--- config.mk ---
export PLATFORM = sky130hd
export DESIGN_NAME = axis_pattern_source_flat
export DESIGN_NICKNAME = d
export VERILOG_FILES = /design/src/rtl/axis_pattern_source_if.sv /design/src/rtl/axis_pattern_source.sv /design/src/flat_wrapper.sv
export SDC_FILE = /design/constraint.sdc
export NUM_CORES = 1
export LEC_CHECK = 0
export ABC_AREA = 1
export CAP_MARGIN = 20
export CORE_MARGIN = 3
export CORE_UTILIZATION = 52
export CTS_CLUSTER_DIAMETER = 50
export CTS_CLUSTER_SIZE = 14
export DETAILED_ROUTE_END_ITERATION = 8
export GPL_TIMING_DRIVEN = 0
export PLACE_DENSITY_LB_ADDON = 0.15
export SLEW_MARGIN = 15
export SYNTH_ARGS = -nofsm -noshare
export SYNTH_HDL_FRONTEND = slang
export SYNTH_SLANG_ARGS = --single-unit
--- constraint.sdc ---
create_clock -name clk -period 2.9 [get_ports clk]
set_clock_uncertainty 0.15 [all_clocks]
set_input_delay 0.29 -clock clk [delete_from_list [all_inputs] [get_ports clk]]
set_output_delay 0.29 -clock clk [all_outputs]
set_load 0.01 [all_outputs]
--- src/rtl/axis_pattern_source_if.sv ---
// Axis_If: AXI-stream style bundle carrying one data word per transfer.
//   data/valid/last : driven by the master (source)
//   ready           : driven by the slave (sink)
//   ok              : transfer qualifier, valid && ready, computed here
interface Axis_If #(
    parameter int unsigned DWIDTH = 48
);
    logic [DWIDTH-1:0] data;
    logic              valid;
    logic              last;
    logic              ready;
    logic              ok;

    // A transfer happens on every edge where both sides agree.
    assign ok = valid && ready;

    modport master (output data, output valid, output last, input ready, input ok);
    modport slave  (input data, input valid, input last, input ok, output ready);
endinterface

--- src/rtl/axis_pattern_source.sv ---
// axis_pattern_source: emits a packet of n_words transfers whose subwords
// count up from 0 (subword k of a word = base + k), ending in last, with
// optional LFSR-driven valid gaps.
//   clk, reset (sync, active-high)
//   start, n_words, gap_en : packet request, sampled only in IDLE
//   busy                   : high while a packet is in progress
//   done                   : one-cycle pulse after the packet completes
//   data_out               : Axis_If master (data/valid/last out, ready in)
module axis_pattern_source #(
    parameter int unsigned DWIDTH    = 48,
    parameter int unsigned WORD_SIZE = 12,
    parameter int unsigned LEN_WIDTH = 16,
    parameter logic [15:0] LFSR_SEED = 16'hACE1
) (
    input  logic                 clk,
    input  logic                 reset,
    input  logic                 start,
    input  logic [LEN_WIDTH-1:0] n_words,
    input  logic                 gap_en,
    output logic                 busy,
    output logic                 done,
    Axis_If.master               data_out
);
    localparam int unsigned N_SUB = DWIDTH / WORD_SIZE;

    typedef enum logic {
        IDLE = 1'b0,
        RUN  = 1'b1
    } state_t;

    state_t                 state_q, state_d;
    logic                   valid_q, valid_d;
    logic                   last_q, last_d;
    logic [DWIDTH-1:0]      data_q, data_d;
    logic [WORD_SIZE-1:0]   sub_cnt_q, sub_cnt_d;
    logic [LEN_WIDTH-1:0]   words_left_q, words_left_d;
    logic [15:0]            lfsr_q, lfsr_d;
    logic                   gap_en_q, gap_en_d;
    logic                   done_q, done_d;
    logic                   zero_pend_q, zero_pend_d;
    logic                   final_ok_c;

    // Word whose subword k is base + k (mod 2^WORD_SIZE).
    function automatic logic [DWIDTH-1:0] pattern(input logic [WORD_SIZE-1:0] base);
        logic [DWIDTH-1:0] w;
        w = '0;
        for (int unsigned k = 0; k < N_SUB; k++) begin
            w[k*WORD_SIZE +: WORD_SIZE] = base + WORD_SIZE'(k);
        end
        return w;
    endfunction

    // 16-bit Fibonacci LFSR, taps 16,14,13,11.
    function automatic logic [15:0] lfsr_step(input logic [15:0] l);
        return {l[14:0], l[15] ^ l[13] ^ l[12] ^ l[10]};
    endfunction

    assign final_ok_c = (state_q == RUN) && data_out.ok && last_q;

    // State register.
    always_ff @(posedge clk) begin
        if (reset) begin
            state_q <= IDLE;
        end else begin
            state_q <= state_d;
        end
    end

    // Next-state logic.
    always_comb begin
        state_d = state_q;
        case (state_q)
            IDLE:    if (start && (n_words != '0)) state_d = RUN;
            RUN:     if (final_ok_c) state_d = IDLE;
            default: state_d = IDLE;
        endcase
    end

    // Next values for the registered outputs and datapath.
    always_comb begin
        valid_d      = valid_q;
        last_d       = last_q;
        data_d       = data_q;
        sub_cnt_d    = sub_cnt_q;
        words_left_d = words_left_q;
        lfsr_d       = lfsr_q;
        gap_en_d     = gap_en_q;
        done_d       = 1'b0;
        zero_pend_d  = 1'b0;
        case (state_q)
            IDLE: begin
                // A zero-length request completes one cycle after acceptance.
                done_d = zero_pend_q;
                if (start) begin
                    sub_cnt_d    = '0;
                    words_left_d = n_words;
                    gap_en_d     = gap_en;
                    data_d       = pattern('0);
                    if (n_words != '0) begin
                        valid_d = gap_en ? lfsr_q[0] : 1'b1;
                        last_d  = valid_d && (n_words == LEN_WIDTH'(1));
                    end else begin
                        zero_pend_d = 1'b1;
                    end
                end
            end
            RUN: begin
                lfsr_d = lfsr_step(lfsr_q);
                if (data_out.ok) begin
                    words_left_d = words_left_q - LEN_WIDTH'(1);
                    if (last_q) begin
                        valid_d = 1'b0;
                        last_d  = 1'b0;
                        done_d  = 1'b1;
                    end else begin
                        sub_cnt_d = sub_cnt_q + WORD_SIZE'(N_SUB);
                        data_d    = pattern(sub_cnt_d);
                        valid_d   = gap_en_q ? lfsr_q[0] : 1'b1;
                        last_d    = valid_d && (words_left_d == LEN_WIDTH'(1));
                    end
                end else if (!valid_q) begin
                    // Only an idle slot may re-evaluate; an offered word is held.
                    valid_d = gap_en_q ? lfsr_q[0] : 1'b1;
                    last_d  = valid_d && (words_left_q == LEN_WIDTH'(1));
                end
            end
            default: ;
        endcase
    end

    // Datapath and output registers.
    always_ff @(posedge clk) begin
        if (reset) begin
            valid_q      <= 1'b0;
            last_q       <= 1'b0;
            data_q       <= '0;
            sub_cnt_q    <= '0;
            words_left_q <= '0;
            lfsr_q       <= LFSR_SEED;
            gap_en_q     <= 1'b0;
            done_q       <= 1'b0;
            zero_pend_q  <= 1'b0;
        end else begin
            valid_q      <= valid_d;
            last_q       <= last_d;
            data_q       <= data_d;
            sub_cnt_q    <= sub_cnt_d;
            words_left_q <= words_left_d;
            lfsr_q       <= lfsr_d;
            gap_en_q     <= gap_en_d;
            done_q       <= done_d;
            zero_pend_q  <= zero_pend_d;
        end
    end

    assign data_out.data  = data_q;
    assign data_out.valid = valid_q;
    assign data_out.last  = last_q;
    assign busy           = (state_q == RUN);
    assign done           = done_q;
endmodule

--- src/flat_wrapper.sv ---
// flat-port wrapper written by rule: the top's interface ports become plain ports
module axis_pattern_source_flat 
#(
    parameter int unsigned DWIDTH    = 48,
    parameter int unsigned WORD_SIZE = 12,
    parameter int unsigned LEN_WIDTH = 16,
    parameter logic [15:0] LFSR_SEED = 16'hACE1
)
  (clk, reset, start, n_words, gap_en, busy, done, data_out_data, data_out_valid, data_out_last, data_out_ready);
  Axis_If #(.DWIDTH(DWIDTH)) data_out_i ();
  input  logic clk;
  input  logic reset;
  input  logic start;
  input  logic [LEN_WIDTH-1:0] n_words;
  input  logic gap_en;
  output logic busy;
  output logic done;
  output wire logic [$bits(data_out_i.data)-1:0] data_out_data;
  output wire logic [$bits(data_out_i.valid)-1:0] data_out_valid;
  output wire logic [$bits(data_out_i.last)-1:0] data_out_last;
  input wire logic [$bits(data_out_i.ready)-1:0] data_out_ready;
  assign data_out_data = data_out_i.data;
  assign data_out_valid = data_out_i.valid;
  assign data_out_last = data_out_i.last;
  assign data_out_i.ready = data_out_ready;
  axis_pattern_source #(.DWIDTH(DWIDTH), .WORD_SIZE(WORD_SIZE), .LEN_WIDTH(LEN_WIDTH), .LFSR_SEED(LFSR_SEED)) u_core (.clk(clk), .reset(reset), .start(start), .n_words(n_words), .gap_en(gap_en), .busy(busy), .done(done), .data_out(data_out_i));
endmodule
==> results.sh, run 1 <==
export IMPL_clock_root_buffer="clkbuf_8"
export IMPL_synth_cell_types=38
export IMPL_die_area_um2=7290
export IMPL_vias_per_cell=5.40
export IMPL_fin_nets=570
export IMPL_cts_hold_buf=0
export IMPL_cts_made_buffers=9
export IMPL_drv_cap=0
export IMPL_start_kind="flip-flop"
export IMPL_grt_pass1_wl_um=14800
export IMPL_h_tree_depth=3
export IMPL_drt_initial_drc_count=232
export IMPL_clk_pin_slew_ns=0.09
export IMPL_clkSinkCount=64
export IMPL_ir_worst_vdd_v=0.000375
export IMPL_firstDrtPassIters=5
export IMPL_synth_top_area_share=0.391
export IMPL_hold_end="u_core.data_out.data[37]$_SDFFE_PP0P_"
export IMPL_rr_worst_depth=14
export IMPL_antennaDiodeCount=0
export IMPL_drive_gt1_frac=0.122
export IMPL_ff2ff_setup_slack_ns=0.75
export IMPL_slew_headroom=0.573
export IMPL_regToRegStartpoint="u_core.words_left_q[0]$_SDFFE_PP0P_"
export IMPL_drv_slew=0
export IMPL_synth_area_um2=3280
export IMPL_end_kind="flip-flop"
export IMPL_ys_seq_elements=64
export IMPL_critPathMaxFanout=6
export IMPL_dr_total_vias=3368
export IMPL_place_inst=608
export IMPL_tightest_slew_ns=0.641
export IMPL_drc=0
export IMPL_clock_latency_ns=0.35
export IMPL_num_rows=28
export IMPL_antenna_found_initial=0
export IMPL_rsz0062_at_grt="false"
export IMPL_grtUsageTotal=0.255
export IMPL_setup_violations=0
export IMPL_yosysSeqAreaShare=0.391
export IMPL_cp_startpoint="u_core.words_left_q[0]$_SDFFE_PP0P_"
export IMPL_ant_nets=0
export IMPL_syn_instance_count=463
export IMPL_hold_path_depth=2
export IMPL_tritoncts="yes"
export IMPL_grt_overflow=0
export IMPL_cp_arrival_ns=2.29
export IMPL_critPathKind="flip-flop to flip-flop"
export IMPL_cts_resized=0
export IMPL_routabilityCongestion=0.910
export IMPL_routed_wl_um=9160
export IMPL_numPortBuffers=67
export IMPL_die_height_um=85.4
export IMPL_final_cell_count_no_fill=624
export IMPL_p_per_area_nw_per_um2=555
export IMPL_synth_warnings=0
export IMPL_pin_count=73
export IMPL_fin_crit_ns=2.15
export IMPL_synth_area_leaders="dfxtp_1 (39%), nand2_1 (12%), a21oi_1 (7.6%)"
export IMPL_areaGrowthSynthToFinish_pct=31.4
export IMPL_tns_ns=0
export IMPL_clk_path_buf_depth=2
export IMPL_die_x_um=85.4
export IMPL_grt_pass1_vias=3213
export IMPL_grt_max_degree=13
export IMPL_r2r_end="u_core.data_out.last$_SDFFE_PP0P_"
export IMPL_hold_path_class="flip-flop to flip-flop"
export IMPL_critical_path_required_ns=3.05
export IMPL_hold_viol=0
export IMPL_cts_setup_buffers=0
export IMPL_synth_avg_cell_area_um2=7.08
export IMPL_leakage_nw=1.76
export IMPL_wl_per_cell_um=14.7
export IMPL_hpwl_um=6460
export IMPL_period_share=0.740
export IMPL_status="completed"
export IMPL_synth_largest_area_cell="dfxtp_1"
export IMPL_start_util=0.544
export IMPL_core_area_um2=6030
export IMPL_min_from="u_core.data_out.data[37]$_SDFFE_PP0P_"
export IMPL_clock_fmax_mhz=466
-- cell families (layout without fill, tap and decap cells) --
kind of cell,count (synthesis),in the layout,synth area share
AO/OA/AOI/OAI,96,96,0.160
adder cells (fa/ha/maj),5,5,0.0191
AND/OR/NAND/NOR,213,213,0.292
other,1,4,0.00114
buffers and inverters,77,160,0.118
flip-flops,64,64,0.391
XOR/XNOR,7,7,0.0187
-- metrics by stage --
step | utilization | hold WS [ns] | power, mW | setup slack (ns) | cell area, µm²
after detailed placement | 0.673 | 0.293 | 1.43 | 0.678 | 4050
after global routing | 0.715 | 0.345 | 2.49 | 0.596 | 4310
final | 0.715 | 0.302 | 2.39 | 0.755 | 4310
after floorplan | - | 0.275 | 1.29 | 1.18 | 3290
after global placement | 0.673 | 0.288 | 1.42 | 0.691 | 4050
after CTS | 0.715 | 0.305 | 2.39 | 0.780 | 4310
-- per-layer routing --
layer / track usage / wire length [µm] / vias up
met1: 0.311 / 3880 / 1562
met2: 0.438 / 4550 / 126
met3: 0.0340 / 524 / 25
met5: 0 / 0 / -
met4: 0.125 / 203 / 0
li1: - / - / 1655
-- worst max-delay path, stage by stage (launching register included) --
cell	delay (ns)
dfxtp_1	0.34
inv_1	0.16
ha_1	0.34
nand2_2	0.16
nor2_4	0.14
nand2_1	0.06
nand2_1	0.05
nand2_1	0.07
nor2_1	0.11
nand2_1	0.05
nor2_1	0.10
nand2_1	0.08
nand2_1	0.07
nand2_1	0.09
a21oi_2	0.11
-- placed cells by master (no fill, tap or decap), types with 2 or more instances in the layout --
master             n
bufinv_16          3
a21oi_1           50
or2_2              2
buf_2              5
nor2_2             8
ha_1               5
nor2_1            44
dfxtp_1           64
nand3b_1           2
nand2_2            5
nand4_1            3
a31oi_1            2
inv_2              2
buf_4             22
nand3_1           30
nor2_4             2
buf_1              2
clkdlybuf4s50_1   67
o21ai_1            2
nor4_1             2
inv_1             34
conb_1             4
a221oi_1           7
nand2_1          104
a211oi_1           4
clkbuf_8          10
xor2_1             3
clkbuf_1          10
o21ai_0           29
xnor2_1            4
nor3_1             5
-- cells in the mapped netlist (all sizes together) --
cell type / n
o21ai: 31
or2: 4
nor4: 2
dfxtp: 64
nand4: 3
clkinv: 1
nand3: 30
a21oi: 51
nand3b: 2
nor2: 55
o211ai: 1
inv: 36
a31oi: 2
conb: 1
clkbuf: 10
a211oi: 4
and2: 1
a221oi: 7
buf: 30
xor2: 3
nand2: 109
ha: 5
nor3: 7
xnor2: 4
-- layout make-up --
class / instances / area [µm²]
Clock inverter: 6 / 115
Inverter: 37 / 139
Timing Repair Buffer: 67 / 671
Sequential cell: 64 / 1280
Fill cell: 497 / 1720
Tap cell: 75 / 93.8
Clock buffer: 10 / 138
Buffer: 40 / 246
Multi-Input combinational cell: 325 / 1620
-- registers in the layout (all words and copies together) (netlist names) --
signal / flops
u_core.busy: 1
u_core.words_left_q: 16
u_core.zero_pend_q: 1
u_core.gap_en_q: 1
u_core.data_out.last: 1
u_core.done: 1
u_core.data_out.valid: 1
u_core.data_out.data: 26
u_core.lfsr_q: 16
-- worst max path at each step --
stage,endpoint,slack (ns)
finish,u_core.data_out.last$_SDFFE_PP0P_,0.75
floorplan,u_core.data_out.data[22]$_SDFFE_PP0P_,1.18
global placement,u_core.data_out.last$_SDFFE_PP0P_,0.69
CTS,u_core.data_out.last$_SDFFE_PP0P_,0.78
global route,u_core.data_out.last$_SDFFE_PP0P_,0.60
detailed placement,u_core.data_out.last$_SDFFE_PP0P_,0.68
-- report_power, final --
part	internal, mW	switching [mW]
combinational	0.171	0.278
sequential	0.928	0.0440
clock	0.599	0.373
total	1.70	0.694
Power figures use the tool's default switching activity.
==> run 2: changes to the inputs <==
--- a/config.mk
+++ b/config.mk
@@ -8,7 +8,7 @@
 export ABC_AREA = 1
 export CAP_MARGIN = 20
 export CORE_MARGIN = 3
-export CORE_UTILIZATION = 52
+export CORE_UTILIZATION = 50
 export CTS_CLUSTER_DIAMETER = 50
 export CTS_CLUSTER_SIZE = 14
 export DETAILED_ROUTE_END_ITERATION = 8
==> constraint.sdc (replaced) <==
create_clock -name clk -period 2.2 [get_ports clk]
set_clock_uncertainty 0.15 [all_clocks]
set_input_delay 0.22 -clock clk [delete_from_list [all_inputs] [get_ports clk]]
set_output_delay 0.22 -clock clk [all_outputs]
set_load 0.01 [all_outputs]
==> results.sh, run 2 (synthesis gave the netlist of run 1 again) <==
export IMPL_grtUsageTotal=0.242
export IMPL_critPathMaxFanout=6
export IMPL_wl_per_cell_um=14.3
export IMPL_cts_setup_buffers=0
export IMPL_routed_wl_um=8910
export IMPL_min_from="u_core.data_out.data[37]$_SDFFE_PP0P_"
export IMPL_cp_arrival_ns=2.13
export IMPL_dr_total_vias=3268
export IMPL_fin_crit_ns=2.00
export IMPL_start_kind="flip-flop"
export IMPL_hold_path_class="flip-flop to flip-flop"
export IMPL_regToRegStartpoint="u_core.words_left_q[0]$_SDFFE_PP0P_"
export IMPL_hold_path_depth=2
export IMPL_core_area_um2=6130
export IMPL_grt_overflow=0
export IMPL_p_comb_frac=0.204
export IMPL_switching_share=0.307
export IMPL_largest_reg_flops=26
export IMPL_antenna_found_initial=0
export IMPL_cpMaxStageDelayCell="dfxtp_1"
export IMPL_cts_made_buffers=9
export IMPL_clockPowerShare=0.353
export IMPL_clock_root_buffer="clkbuf_8"
export IMPL_areaGrowthSynthToFinish_pct=29.8
export IMPL_switching_power_uw=886
export IMPL_routabilityCongestion=0.896
export IMPL_clkSinkCount=64
export IMPL_cp_top_family="simple AND/OR/NAND/NOR gates"
export IMPL_ir_worst_vdd_v=0.000723
export IMPL_slew_headroom=0.597
export IMPL_clk_path_buf_depth=2
export IMPL_drv_slew=0
export IMPL_rsz0062_at_grt="false"
export IMPL_setup_violations=0
export IMPL_hold_viol=0
export IMPL_most_common_layout_cells="nand2_1 (104), clkdlybuf4s50_1 (67), dfxtp_1 (63)"
export IMPL_num_rows=28
export IMPL_die_x_um=87.0
export IMPL_critPathKind="flip-flop to flip-flop"
export IMPL_cpPeakStageDelay_ns=0.33
export IMPL_firstDrtPassIters=5
export IMPL_ant_nets=0
export IMPL_period_share=0.907
export IMPL_clk_pin_slew_ns=0.07
export IMPL_grt_pass1_wl_um=14400
export IMPL_power_frac_seq=0.444
export IMPL_fin_nets=570
export IMPL_hold_end="u_core.data_out.data[37]$_SDFFE_PP0P_"
export IMPL_status="completed"
export IMPL_clock_fmax_mhz=501
export IMPL_tightest_slew_ns=0.605
export IMPL_h_tree_depth=3
export IMPL_p_per_area_nw_per_um2=679
export IMPL_grt_max_degree=12
export IMPL_cp_common_cell="nand2_1"
export IMPL_start_util=0.535
export IMPL_drv_cap=0
export IMPL_pin_count=73
export IMPL_drc=0
export IMPL_drt_initial_drc_count=231
export IMPL_crit_buf_inv=1
export IMPL_clock_latency_ns=0.35
export IMPL_tritoncts="yes"
export IMPL_fillers=550
export IMPL_rr_worst_depth=14
export IMPL_grt_pass1_vias=3004
export IMPL_antennaDiodeCount=0
export IMPL_dpl_worst_slack_ns=-0.0293
export IMPL_die_height_um=87.0
export IMPL_ff2ff_setup_slack_ns=0.20
export IMPL_numPortBuffers=67
export IMPL_end_kind="flip-flop"
export IMPL_drive_gt1_frac=0.124
export IMPL_leakage_nw=1.74
export IMPL_vias_per_cell=5.24
export IMPL_critical_path_required_ns=2.33
export IMPL_die_area_um2=7560
export IMPL_p_int_mw=2.00
export IMPL_hpwl_um=6540
export IMPL_mostFrequentLayoutCell="nand2_1"
export IMPL_cp_cell_sequence="inv_1 -> ha_2 -> nand2_2 -> nor2_4 -> nand2_1 -> nand2_1 -> nand2_1 -> nor2_1 -> nand2_1 -> nor2_1 -> nand2_1 -> nand2_1 -> nand2_1 -> a21oi_2"
export IMPL_holdWs_ns=0.302
export IMPL_postLayoutSetupSlackWorst_ns=0.204
export IMPL_r2r_end="u_core.data_out.last$_SDFFE_PP0P_"
[run 2: cell count changes in the layout (fill, tap and decap cells not counted)]
cell | previous run | this run
bufinv_16 | 3 | 1
clkbuf_1 | 10 | 11
clkinv_2 | 0 | 2
dfxtp_1 | 64 | 63
dfxtp_2 | 0 | 1
ha_1 | 5 | 4
ha_2 | 0 | 1
inv_6 | 1 | 0
[run 2: stage by stage]
stage	area (µm²)	cells	util	TNS, ns	power, mW
finish	4260	624	0.694	0	2.89
global route	4260	624	0.694	0	3.04
CTS	4250	624	0.693	0	2.89
detailed placement	4050	608	0.661	-0.0293	1.89
global placement	4050	608	0.661	-0.115	1.87
floorplan	3290	466	-	0	1.70
[run 2: power groups by stage]
stage	clock (mW)	sequential [mW]	combinational, mW
2_1_floorplan	0	1.30	0.407
3_3_place_gp	0	1.30	0.569
3_5_place_dp	0	1.31	0.580
4_1_cts	1.03	1.28	0.584
5_1_grt	1.09	1.29	0.653
6_report	1.02	1.28	0.588
[run 2: what timing repair did]
item | in CTS | in global routing
hold buffers | 0 | 0
endpoints found under the setup margin | 0 | 3
resized for setup | 0 | 2
[run 2: final cells by class]
cell class              instances  area [µm²]  area share
inverters                      37         139      0.0326
flip-flops and latches         64        1280       0.301
clock buffers                  11         141      0.0332
multi-input cells             325        1630       0.382
repair buffers                 67         671       0.158
well taps                      75        93.8      0.0221
clock inverters                 5        56.3      0.0132
plain buffers                  40         246      0.0579
[run 2: metal layers]
layer	global-route usage	vias up	wire length, µm
li1	-	1656	-
met1	0.326	1484	3950
met2	0.380	106	4180
met3	0.0416	22	550
met4	0.108	0	228
met5	0	-	0
[run 2: worst max-delay path by stage]
stage / startpoint / end / slack [ns] / cells past startpoint
after CTS: u_core.words_left_q[0]$_SDFFE_PP0P_ / u_core.data_out.last$_SDFFE_PP0P_ / 0.15 / 14
after global placement: n_words[11] / u_core.data_out.last$_SDFFE_PP0P_ / -0.09 / 10
after detailed placement: n_words[11] / u_core.data_out.last$_SDFFE_PP0P_ / -0.03 / 10
after floorplan: u_core.data_out.data[27]$_SDFFE_PP0P_ / u_core.data_out.data[22]$_SDFFE_PP0P_ / 0.48 / 9
final: u_core.words_left_q[0]$_SDFFE_PP0P_ / u_core.data_out.last$_SDFFE_PP0P_ / 0.20 / 14
after global routing: u_core.words_left_q[0]$_SDFFE_PP0P_ / u_core.data_out.last$_SDFFE_PP0P_ / 0.02 / 14
[run 2: worst register-to-register path, delay by kind of cell, from the launching register on]
family	cells	cell delay (ns)
AOI/OAI and AO/OA	1	0.10
adders and majority gates	1	0.28
buffers and inverters	1	0.17
DFF	1	0.33
and+or+nand+nor	11	0.91
==> run 3: changes to the inputs <==
--- a/config.mk
+++ b/config.mk
@@ -8,11 +8,12 @@
 export ABC_AREA = 1
 export CAP_MARGIN = 20
 export CORE_MARGIN = 3
-export CORE_UTILIZATION = 50
+export CORE_UTILIZATION = 48
 export CTS_CLUSTER_DIAMETER = 50
 export CTS_CLUSTER_SIZE = 14
 export DETAILED_ROUTE_END_ITERATION = 8
 export GPL_TIMING_DRIVEN = 0
+export HOLD_SLACK_MARGIN = 0.06
 export PLACE_DENSITY_LB_ADDON = 0.15
 export SLEW_MARGIN = 15
 export SYNTH_ARGS = -nofsm -noshare
==> results.sh, run 3 (synthesis gave the netlist of run 1 again) <==
export IMPL_status="completed"
export IMPL_switching_share=0.305
export IMPL_drv_cap=0
export IMPL_firstDrtPassIters=5
export IMPL_routabilityCongestion=0.911
export IMPL_rsz0062_at_grt="false"
export IMPL_post_route_util=0.661
export IMPL_grtUsageTotal=0.235
export IMPL_start_util=0.505
export IMPL_slew_headroom=0.592
export IMPL_leakage_nw=1.75
export IMPL_cts_resized=0
export IMPL_drive_gt1_frac=0.124
export IMPL_hold_end="u_core.words_left_q[10]$_SDFFE_PP0P_"
export IMPL_place_inst=610
export IMPL_cp_arrival_ns=2.11
export IMPL_power_frac_seq=0.425
export IMPL_critical_path_required_ns=2.30
export IMPL_die_height_um=88.6
export IMPL_numPortBuffers=67
export IMPL_drv_slew=0
export IMPL_ff2ff_setup_slack_ns=0.20
export IMPL_areaGrowthSynthToFinish_pct=30.9
export IMPL_clock_root_buffer="clkbuf_8"
export IMPL_switching_power_uw=918
export IMPL_min_from="reset"
export IMPL_regToRegStartpoint="u_core.words_left_q[0]$_SDFFE_PP0P_"
export IMPL_cts_hold_buf=0
export IMPL_start_kind="input pin"
export IMPL_grt_pass1_wl_um=14300
export IMPL_clkSinkCount=64
export IMPL_h_tree_depth=3
export IMPL_ir_worst_vdd_v=0.000531
export IMPL_die_area_um2=7860
export IMPL_antennaDiodeCount=0
export IMPL_grt_overflow=0
export IMPL_place_area_um2=4060
export IMPL_clk_path_buf_depth=2
export IMPL_core_area_um2=6490
export IMPL_p_per_area_nw_per_um2=703
export IMPL_critPathMaxFanout=4
export IMPL_rr_worst_depth=12
export IMPL_mostFrequentLayoutCell="nand2_1"
export IMPL_dpl_worst_slack_ns=-0.165
export IMPL_num_rows=29
export IMPL_fillers=556
export IMPL_wl_per_cell_um=14.0
export IMPL_clock_latency_ns=0.36
export IMPL_p_comb_frac=0.197
export IMPL_critPathKind="input pin to flip-flop"
export IMPL_ant_nets=0
export IMPL_cts_made_buffers=9
export IMPL_most_common_layout_cells="nand2_1 (104), clkdlybuf4s50_1 (67), dfxtp_1 (63)"
export IMPL_tightest_slew_ns=0.612
export IMPL_drc=0
export IMPL_final_cell_count_no_fill=626
export IMPL_die_x_um=88.6
export IMPL_clk_pin_slew_ns=0.07
export IMPL_tritoncts="yes"
export IMPL_end_kind="flip-flop"
export IMPL_routed_wl_um=8740
export IMPL_postLayoutSetupSlackWorst_ns=0.185
export IMPL_vias_per_cell=5.25
export IMPL_clockPowerShare=0.378
export IMPL_cts_setup_buffers=0
export IMPL_setup_violations=0
export IMPL_fin_crit_ns=2.02
export IMPL_fin_nets=570
export IMPL_dr_total_vias=3289
export IMPL_pin_count=73
export IMPL_largest_reg_flops=26
export IMPL_drt_initial_drc_count=217
export IMPL_p_int_mw=2.10
export IMPL_design_area_um2=4290
export IMPL_hpwl_um=6480
export IMPL_r2r_end="u_core.data_out.last$_SDFFE_PP0P_"
export IMPL_hold_viol=0
export IMPL_period_share=0.916
export IMPL_total_power_mw=3.01
export IMPL_antenna_found_initial=0
export IMPL_hold_path_class="input pin to flip-flop"
export IMPL_hold_path_depth=2
export IMPL_grt_max_degree=13
export IMPL_clock_fmax_mhz=496
export IMPL_grt_pass1_vias=3038
run 3: cell type report:
class / count / area (µm²) / share of cell area
plain buffers: 40 / 246 / 0.0575
clock buffers: 10 / 128 / 0.0297
clock inverters: 6 / 92.6 / 0.0216
inverters: 37 / 139 / 0.0324
multi-input cells: 325 / 1640 / 0.381
flip-flops and latches: 64 / 1280 / 0.299
well taps: 77 / 96.3 / 0.0225
repair buffers: 67 / 671 / 0.156
run 3: routing by layer:
layer / GRT usage / routed length [µm]
met5: 0 / 0
met4: 0.0879 / 126
met1: 0.314 / 3970
met3: 0.0680 / 614
met2: 0.358 / 4030
run 3: worst max-delay path, cell delays in order:
cell and delay (ns):
clkdlybuf4s50_1 0.43, or2_2 0.30, nor3_1 0.43, nand4_1 0.25, nand2_1 0.11, nand2_1 0.11, nand2_1 0.10, nand2_1 0.05
nand2_1 0.06, a21oi_2 0.04
run 3: power by group through the flow:
| stage | clock network, mW | logic, mW | registers, mW |
|---|---|---|---|
| finish | 1.14 | 0.594 | 1.28 |
| global route | 1.20 | 0.665 | 1.29 |
| CTS | 1.16 | 0.581 | 1.28 |
| detailed placement | 0 | 0.578 | 1.31 |
| global placement | 0 | 0.570 | 1.30 |
| floorplan | 0 | 0.407 | 1.30 |
run 3: worst max path at each step:
stage / from / endpoint / slack, ns
after floorplan: u_core.data_out.data[27]$_SDFFE_PP0P_ / u_core.data_out.data[22]$_SDFFE_PP0P_ / 0.48
after global placement: n_words[11] / u_core.data_out.last$_SDFFE_PP0P_ / -0.18
after detailed placement: n_words[11] / u_core.data_out.last$_SDFFE_PP0P_ / -0.16
after CTS: u_core.words_left_q[0]$_SDFFE_PP0P_ / u_core.data_out.last$_SDFFE_PP0P_ / 0.09
after global routing: u_core.words_left_q[0]$_SDFFE_PP0P_ / u_core.data_out.last$_SDFFE_PP0P_ / 0.03
final: n_words[11] / u_core.data_out.last$_SDFFE_PP0P_ / 0.18
run 3: per-stage QoR:
stage | hold WS (ns) | TNS, ns
2_1_floorplan | 0.205 | 0
3_3_place_gp | 0.286 | -0.331
3_5_place_dp | 0.295 | -0.284
4_1_cts | 0.265 | 0
5_1_grt | 0.285 | 0
6_report | 0.269 | 0
